**src/rtl/cpu_mem_io_if.sv**
```systemverilog
// rtl/cpu_mem_io_if.sv - CPU bus and ROM loader stream signals shared by cpu_mem_io and its driver
interface cpu_mem_io_if;
  logic [7:0] cpu_addr;
  logic [7:0] cpu_wdata;
  logic       cpu_write;
  logic [7:0] cpu_rdata;
  logic       cpu_reset;
  logic       prog_start;
  logic       prog_valid;
  logic [7:0] prog_data;
  logic       prog_ready;

  modport master (
    output cpu_addr, cpu_wdata, cpu_write, prog_start, prog_valid, prog_data,
    input  cpu_rdata, cpu_reset, prog_ready
  );

  modport slave (
    input  cpu_addr, cpu_wdata, cpu_write, prog_start, prog_valid, prog_data,
    output cpu_rdata, cpu_reset, prog_ready
  );
endinterface

```
**src/rtl/cpu_mem_io.sv**
```systemverilog
// rtl/cpu_mem_io.sv - RAM, IO page (ports, down-timer, status) and streamed program ROM on the 8-bit CPU bus
module cpu_mem_io #(
  parameter int RAM_AW   = 6,
  parameter int PRESCALE = 16
) (
  input  logic       clk,
  input  logic       reset,
  cpu_mem_io_if.slave bus,
  input  logic [7:0] port_in,
  output logic [7:0] port_out,
  output logic       irq
);
  localparam int RAM_SIZE = 1 << RAM_AW;
  localparam int PW       = (PRESCALE > 1) ? $clog2(PRESCALE) : 1;

  typedef enum logic [1:0] {IDLE, LOAD, DONE} load_state_t;

  logic [7:0]    ram [RAM_SIZE];
  logic [7:0]    rom [128];
  logic [7:0]    reload_q, count_q, sync1_q, sync2_q;
  logic          en_q, auto_q, expired_q, loaded_q;
  logic [PW-1:0] presc_q;
  logic [6:0]    idx_q;
  load_state_t   state_q, state_d;

  logic in_ram, wr, tick, accept;

  assign in_ram = ({24'd0, bus.cpu_addr} < RAM_SIZE);
  assign wr     = bus.cpu_write && !bus.cpu_reset;
  assign tick   = en_q && (presc_q == PW'(PRESCALE - 1));
  // prog_start wins over a byte offered in the same cycle: the image restarts from idx 0
  assign accept = bus.prog_ready && bus.prog_valid && !bus.prog_start;

  assign bus.prog_ready = (state_q == LOAD);
  assign irq            = expired_q;

  always_ff @(posedge clk) begin
    if (reset) begin
      state_q       <= IDLE;
      idx_q         <= '0;
      loaded_q      <= 1'b0;
      bus.cpu_reset <= 1'b1;
    end else begin
      state_q       <= state_d;
      bus.cpu_reset <= (state_d != DONE);
      if (state_d == LOAD && (state_q != LOAD || bus.prog_start)) begin
        idx_q    <= '0;
        loaded_q <= 1'b0;
      end else if (accept) begin
        idx_q <= idx_q + 7'd1;
      end
      if (state_d == DONE && state_q != DONE)
        loaded_q <= 1'b1;
    end
  end

  always_comb begin
    state_d = state_q;
    case (state_q)
      IDLE:    if (bus.prog_start) state_d = LOAD;
      LOAD:    if (accept && idx_q == 7'd127) state_d = DONE;
      DONE:    if (bus.prog_start) state_d = LOAD;
      default: state_d = IDLE;
    endcase
  end

  // Arrays have no reset so a mid-load reset keeps the bytes already written
  always_ff @(posedge clk) begin
    if (accept)
      rom[idx_q] <= bus.prog_data;
    if (wr && in_ram)
      ram[bus.cpu_addr[RAM_AW-1:0]] <= bus.cpu_wdata;
  end

  always_ff @(posedge clk) begin
    if (reset) begin
      sync1_q <= '0;
      sync2_q <= '0;
    end else begin
      sync1_q <= port_in;
      sync2_q <= sync1_q;
    end
  end

  always_ff @(posedge clk) begin
    if (reset) begin
      port_out  <= '0;
      reload_q  <= '0;
      count_q   <= '0;
      en_q      <= 1'b0;
      auto_q    <= 1'b0;
      expired_q <= 1'b0;
      presc_q   <= '0;
    end else begin
      if (en_q)
        presc_q <= tick ? '0 : presc_q + PW'(1);
      if (tick) begin
        if (count_q != 8'd0)
          count_q <= count_q - 8'd1;
        else if (auto_q)
          count_q <= reload_q;
        else
          en_q <= 1'b0;
      end
      if (wr) begin
        case (bus.cpu_addr)
          8'h40: port_out <= bus.cpu_wdata;
          8'h42: reload_q <= bus.cpu_wdata;
          8'h44: begin
            en_q   <= bus.cpu_wdata[0];
            auto_q <= bus.cpu_wdata[1];
            if (bus.cpu_wdata[0] && !en_q) begin
              count_q <= reload_q;
              presc_q <= '0;
            end
          end
          8'h45: if (bus.cpu_wdata[0]) expired_q <= 1'b0;
          default: ;
        endcase
      end
      // Expiry is applied last so it beats a simultaneous write-one-to-clear
      if (tick && count_q == 8'd0)
        expired_q <= 1'b1;
    end
  end

  always_comb begin
    bus.cpu_rdata = 8'h00;
    if (in_ram)
      bus.cpu_rdata = ram[bus.cpu_addr[RAM_AW-1:0]];
    else if (bus.cpu_addr[7])
      bus.cpu_rdata = rom[bus.cpu_addr[6:0]];
    else begin
      case (bus.cpu_addr)
        8'h40:   bus.cpu_rdata = port_out;
        8'h41:   bus.cpu_rdata = sync2_q;
        8'h42:   bus.cpu_rdata = reload_q;
        8'h43:   bus.cpu_rdata = count_q;
        8'h44:   bus.cpu_rdata = {6'd0, auto_q, en_q};
        8'h45:   bus.cpu_rdata = {6'd0, loaded_q, expired_q};
        default: bus.cpu_rdata = 8'h00;
      endcase
    end
  end
endmodule

```
**src/flat_wrapper.sv**
```systemverilog
// flat-port wrapper written by rule: the top's interface ports become plain ports
module cpu_mem_io_flat 
#(
  parameter int RAM_AW   = 6,
  parameter int PRESCALE = 16
)
  (clk, reset, port_in, port_out, irq, bus_cpu_addr, bus_cpu_wdata, bus_cpu_write, bus_prog_start, bus_prog_valid, bus_prog_data, bus_cpu_rdata, bus_cpu_reset, bus_prog_ready);
  cpu_mem_io_if bus_i ();
  input  logic clk;
  input  logic reset;
  input  logic [7:0] port_in;
  output logic [7:0] port_out;
  output logic irq;
  input wire logic [$bits(bus_i.cpu_addr)-1:0] bus_cpu_addr;
  input wire logic [$bits(bus_i.cpu_wdata)-1:0] bus_cpu_wdata;
  input wire logic [$bits(bus_i.cpu_write)-1:0] bus_cpu_write;
  input wire logic [$bits(bus_i.prog_start)-1:0] bus_prog_start;
  input wire logic [$bits(bus_i.prog_valid)-1:0] bus_prog_valid;
  input wire logic [$bits(bus_i.prog_data)-1:0] bus_prog_data;
  output wire logic [$bits(bus_i.cpu_rdata)-1:0] bus_cpu_rdata;
  output wire logic [$bits(bus_i.cpu_reset)-1:0] bus_cpu_reset;
  output wire logic [$bits(bus_i.prog_ready)-1:0] bus_prog_ready;
  assign bus_i.cpu_addr = bus_cpu_addr;
  assign bus_i.cpu_wdata = bus_cpu_wdata;
  assign bus_i.cpu_write = bus_cpu_write;
  assign bus_i.prog_start = bus_prog_start;
  assign bus_i.prog_valid = bus_prog_valid;
  assign bus_i.prog_data = bus_prog_data;
  assign bus_cpu_rdata = bus_i.cpu_rdata;
  assign bus_cpu_reset = bus_i.cpu_reset;
  assign bus_prog_ready = bus_i.prog_ready;
  cpu_mem_io #(.RAM_AW(RAM_AW), .PRESCALE(PRESCALE)) u_core (.clk(clk), .reset(reset), .bus(bus_i), .port_in(port_in), .port_out(port_out), .irq(irq));
endmodule
```
**config.mk**
```make
export PLATFORM = sky130hd
export DESIGN_NAME = cpu_mem_io_flat
export DESIGN_NICKNAME = d
export VERILOG_FILES = /design/src/rtl/cpu_mem_io_if.sv /design/src/rtl/cpu_mem_io.sv /design/src/flat_wrapper.sv
export SDC_FILE = /design/constraint.sdc
export NUM_CORES = 2
export LEC_CHECK = 0
export ABC_CLOCK_PERIOD_IN_PS = 4900
export CAP_MARGIN = 30
export CORE_MARGIN = 5
export CORE_UTILIZATION = 35
export DETAILED_ROUTE_END_ITERATION = 6
export GPL_ROUTABILITY_DRIVEN = 1
export PLACE_DENSITY = 0.61
export SLEW_MARGIN = 20
export SYNTH_ARGS = -nofsm -noshare
export SYNTH_HDL_FRONTEND = slang
export SYNTH_SLANG_ARGS = --single-unit
```
**constraint.sdc**
```tcl
create_clock -name clk -period 4.9 [get_ports clk]
set_input_delay 1.47 -clock clk [delete_from_list [all_inputs] [get_ports clk]]
set_output_delay 1.47 -clock clk [all_outputs]
set_load 0.05 [all_outputs]
```
==> results_dict.tcl <==
set metrics [dict create \
    yosys.cell_types.count 67 \
    wl_mm 165.9 \
    crit_path_end_kind "output pin" \
    placed_cell_area_sq_um 70260 \
    ys_ff_latch 1594 \
    ios 56 \
    firstDrtPassIters 5 \
    row_count 155 \
    async_flop_share_pct 0 \
    die_h_um 432.7 \
    hp-class "reg2reg" \
    hold_violations 0 \
    grt_setup_unrepaired "true" \
    overflow 0 \
    wire_per_inst_um 26.27 \
    outcome "finished with violations" \
    path_clk_slew_ps 60 \
    fin_nets 3867 \
    critPathMaxFanout 9 \
    ys.flop_type "edfxtp_1" \
    fin_util_pct 43.40 \
    worst_slack_ps -793.7 \
    violations "setup timing" \
    antenna_found_initial 7 \
    layout.cells.non_filler 6313 \
    fmax_ghz 0.1756 \
    synthTopCellsByArea "edfxtp_1, mux4_2, mux2i_1" \
    slew_headroom_pct 34.15 \
    dp_slack_ps -1209 \
    grt_use_met2_pct 28.71 \
    syn_nets 3181 \
    drtIter0Drc 3769 \
    worstPathRequired_ps 3430 \
    stdcell_area_sq_um 77270 \
    worstRegToRegCells 5 \
    grt-busiest-layer "met2" \
    leakage_uw 0.02547 \
    yosysWarningCount 0 \
    cts_tree "yes" \
    syn_area_sq_um 62520 \
    dp_hpwl_mm 108.7 \
    seq_area_frac_synth_pct 75.63 \
    ant_nets 0 \
    vias 33590 \
    report.final.setup_viol 8 \
    first_global_vias 33780 \
    min_period_over_period_pct 116.2 \
    peakVddDrop_uv 365.9 \
    r2r_setup_slack_ps 1970 \
    yosysTopAreaCellShare_pct 73.77 \
    synth-edff-count 1536 \
    path_class "in2out" \
    numCtsBuffers 160 \
    place_congestion 0.8327 \
    initial_utilization_pct 35.12 \
    worstPathArrival_ps 4220 \
    dieArea_sq_um 187200 \
    drive_gt1_share_pct 35.37 \
    syn2layout_area_growth_pct 23.59 \
    cts_root_buf "clkbuf_16" \
    grt_first_pass_wirelength_mm 239.3 \
    tightest_slew_ps 987.7 \
    clock_path_buffers 3 \
    viasPerCell 5.321 \
    route.detailed.drc 0 \
    die_width_um 432.7 \
    dp_cells 5963 \
    grt_usage_pct 17.52 \
    slew_viol_final 0 \
    portBuffers 55 \
    core-area_sq_um 178000 \
    netlist_instances 3140 \
    syn_avg_cell_area_sq_um 19.91 \
    max_cap_viol_count 0 \
    skew_ps 21.14 \
    clk_latency_ps 780 \
    period_minus_slack_ps 5694 \
    startpoint_type "primary input" \
    cts_sinks 1594 \
    tns_ps -5772 \
    cts_htree_levels 4 \
    grtUsageMet3_pct 3.057 \
    p_per_area_nw_per_um2 373.0 \
    worstHoldPathCells 1 \
    synth_largest_area_cell "edfxtp_1" \
    use_met1_pct 24.10 \
    grt_max_degree 91 \
]
==> sequential cells by signal, indices dropped and copies added (netlist names) <==
name	count
u_core.auto_q	1
u_core.bus.cpu_reset	1
u_core.count_q	8
u_core.en_q	1
u_core.idx_q	7
u_core.irq	1
u_core.loaded_q	1
u_core.port_out	8
u_core.presc_q	4
u_core.ram	512
u_core.reload_q	8
u_core.rom	1024
u_core.state_q	2
u_core.sync1_q	8
u_core.sync2_q	8
==> kinds of logic after synthesis <==
logic type	Yosys count	share of synthesized area, %
xor+xnor	7	0.09806
flops	1594	75.63
fa+ha+maj	4	0.08005
buf+inv	189	1.663
simple gates	523	3.908
mux	542	15.49
compound gates	281	3.134
==> critical path, cell delays in order <==
cell	delay (ps)
clkdlybuf4s50_1	510
buf_12	150
buf_12	150
nand2b_1	150
buf_6	190
a211oi_4	290
buf_4	170
nor3_1	50
a211o_1	350
a311o_2	500
buf_12	180
==> Yosys cell counts, drive strengths merged, types with 7 or more instances <==
cell	count
nand3	44
nor4	12
a221oi	26
and3	10
clkbuf	64
a21oi	53
a31oi	7
a211oi	18
mux2i	179
edfxtp	1536
nor2	249
a22oi	46
o21ai	28
nor2b	47
buf	116
inv	9
mux2	25
o22ai	43
nand2b	20
mux4	338
nand2	86
o221ai	16
dfxtp	58
nor3	17
==> repair_timing <==
action / 4_1_cts / 5_1_grt
gates resized for setup: 130 / 82
gates cloned: 8 / 3
pin swaps: 25 / 24
setup buffers: 31 / 17
hold buffers: 0 / 0
endpoints found under the setup margin: 8 / 8
==> layout by cell type (no fill, tap or decap), types with 24 or more instances in the layout <==
master,synthesis,final
buf_4,35,542
nand2_1,86,82
o22ai_1,43,30
mux2_2,25,24
a21oi_1,53,50
clkinv_2,0,27
a22oi_1,46,42
nor2b_1,47,43
clkdlybuf4s50_1,0,25
mux2i_1,179,155
clkinv_1,0,37
mux4_2,338,338
nor2_1,248,240
edfxtp_1,1536,1536
nand3_1,44,44
dfxtp_1,58,58
buf_12,0,67
clkbuf_16,0,170
==> stage by stage <==
| stage | hold slack, ps | total power (uW) |
|---|---|---|
| floorplan | 413.8 | 16000 |
| detailed placement | 422.8 | 16900 |
| finish | 434.5 | 28820 |
| CTS | 443.4 | 28990 |
| global placement | 420.5 | 16880 |
| global route | 452.0 | 29740 |
==> where the power goes <==
part	internal (uW)	total (uW)	switching (uW)
Clock	6870	12000	5150
Sequential	14900	14900	3.48
Combinational	834	1870	1040
==> final cells by class <==
| class | instances | area [sq um] |
|---|---|---|
| well taps | 2355 | 2947 |
| diodes | 3 | 7.507 |
| multi-input cells | 1357 | 15010 |
| repair buffers | 704 | 6848 |
| inverters | 9 | 33.78 |
| clock inverters | 94 | 814.5 |
| clock buffers | 197 | 4327 |
| flip-flops and latches | 1594 | 47290 |
| fillers | 15390 | 100800 |
==> layer usage <==
metal / up-vias / share of wire (%)
met5: - / 0.033
met4: 8 / 3.0
met3: 262 / 7.3
met2: 1319 / 49
met1: 17700 / 41
li1: 14300 / -
==> path summary, 6_finish.rpt <==
path	startpoint	end
max	bus_cpu_addr[5]	bus_cpu_rdata[4]
min	u_core.sync1_q[6]	u_core.sync2_q[6]
max reg2reg	u_core.state_q[0]	u_core.rom[117][6]
min reg2reg	u_core.sync1_q[6]	u_core.sync2_q[6]
Note: power is estimated with default switching activity, not from simulation.
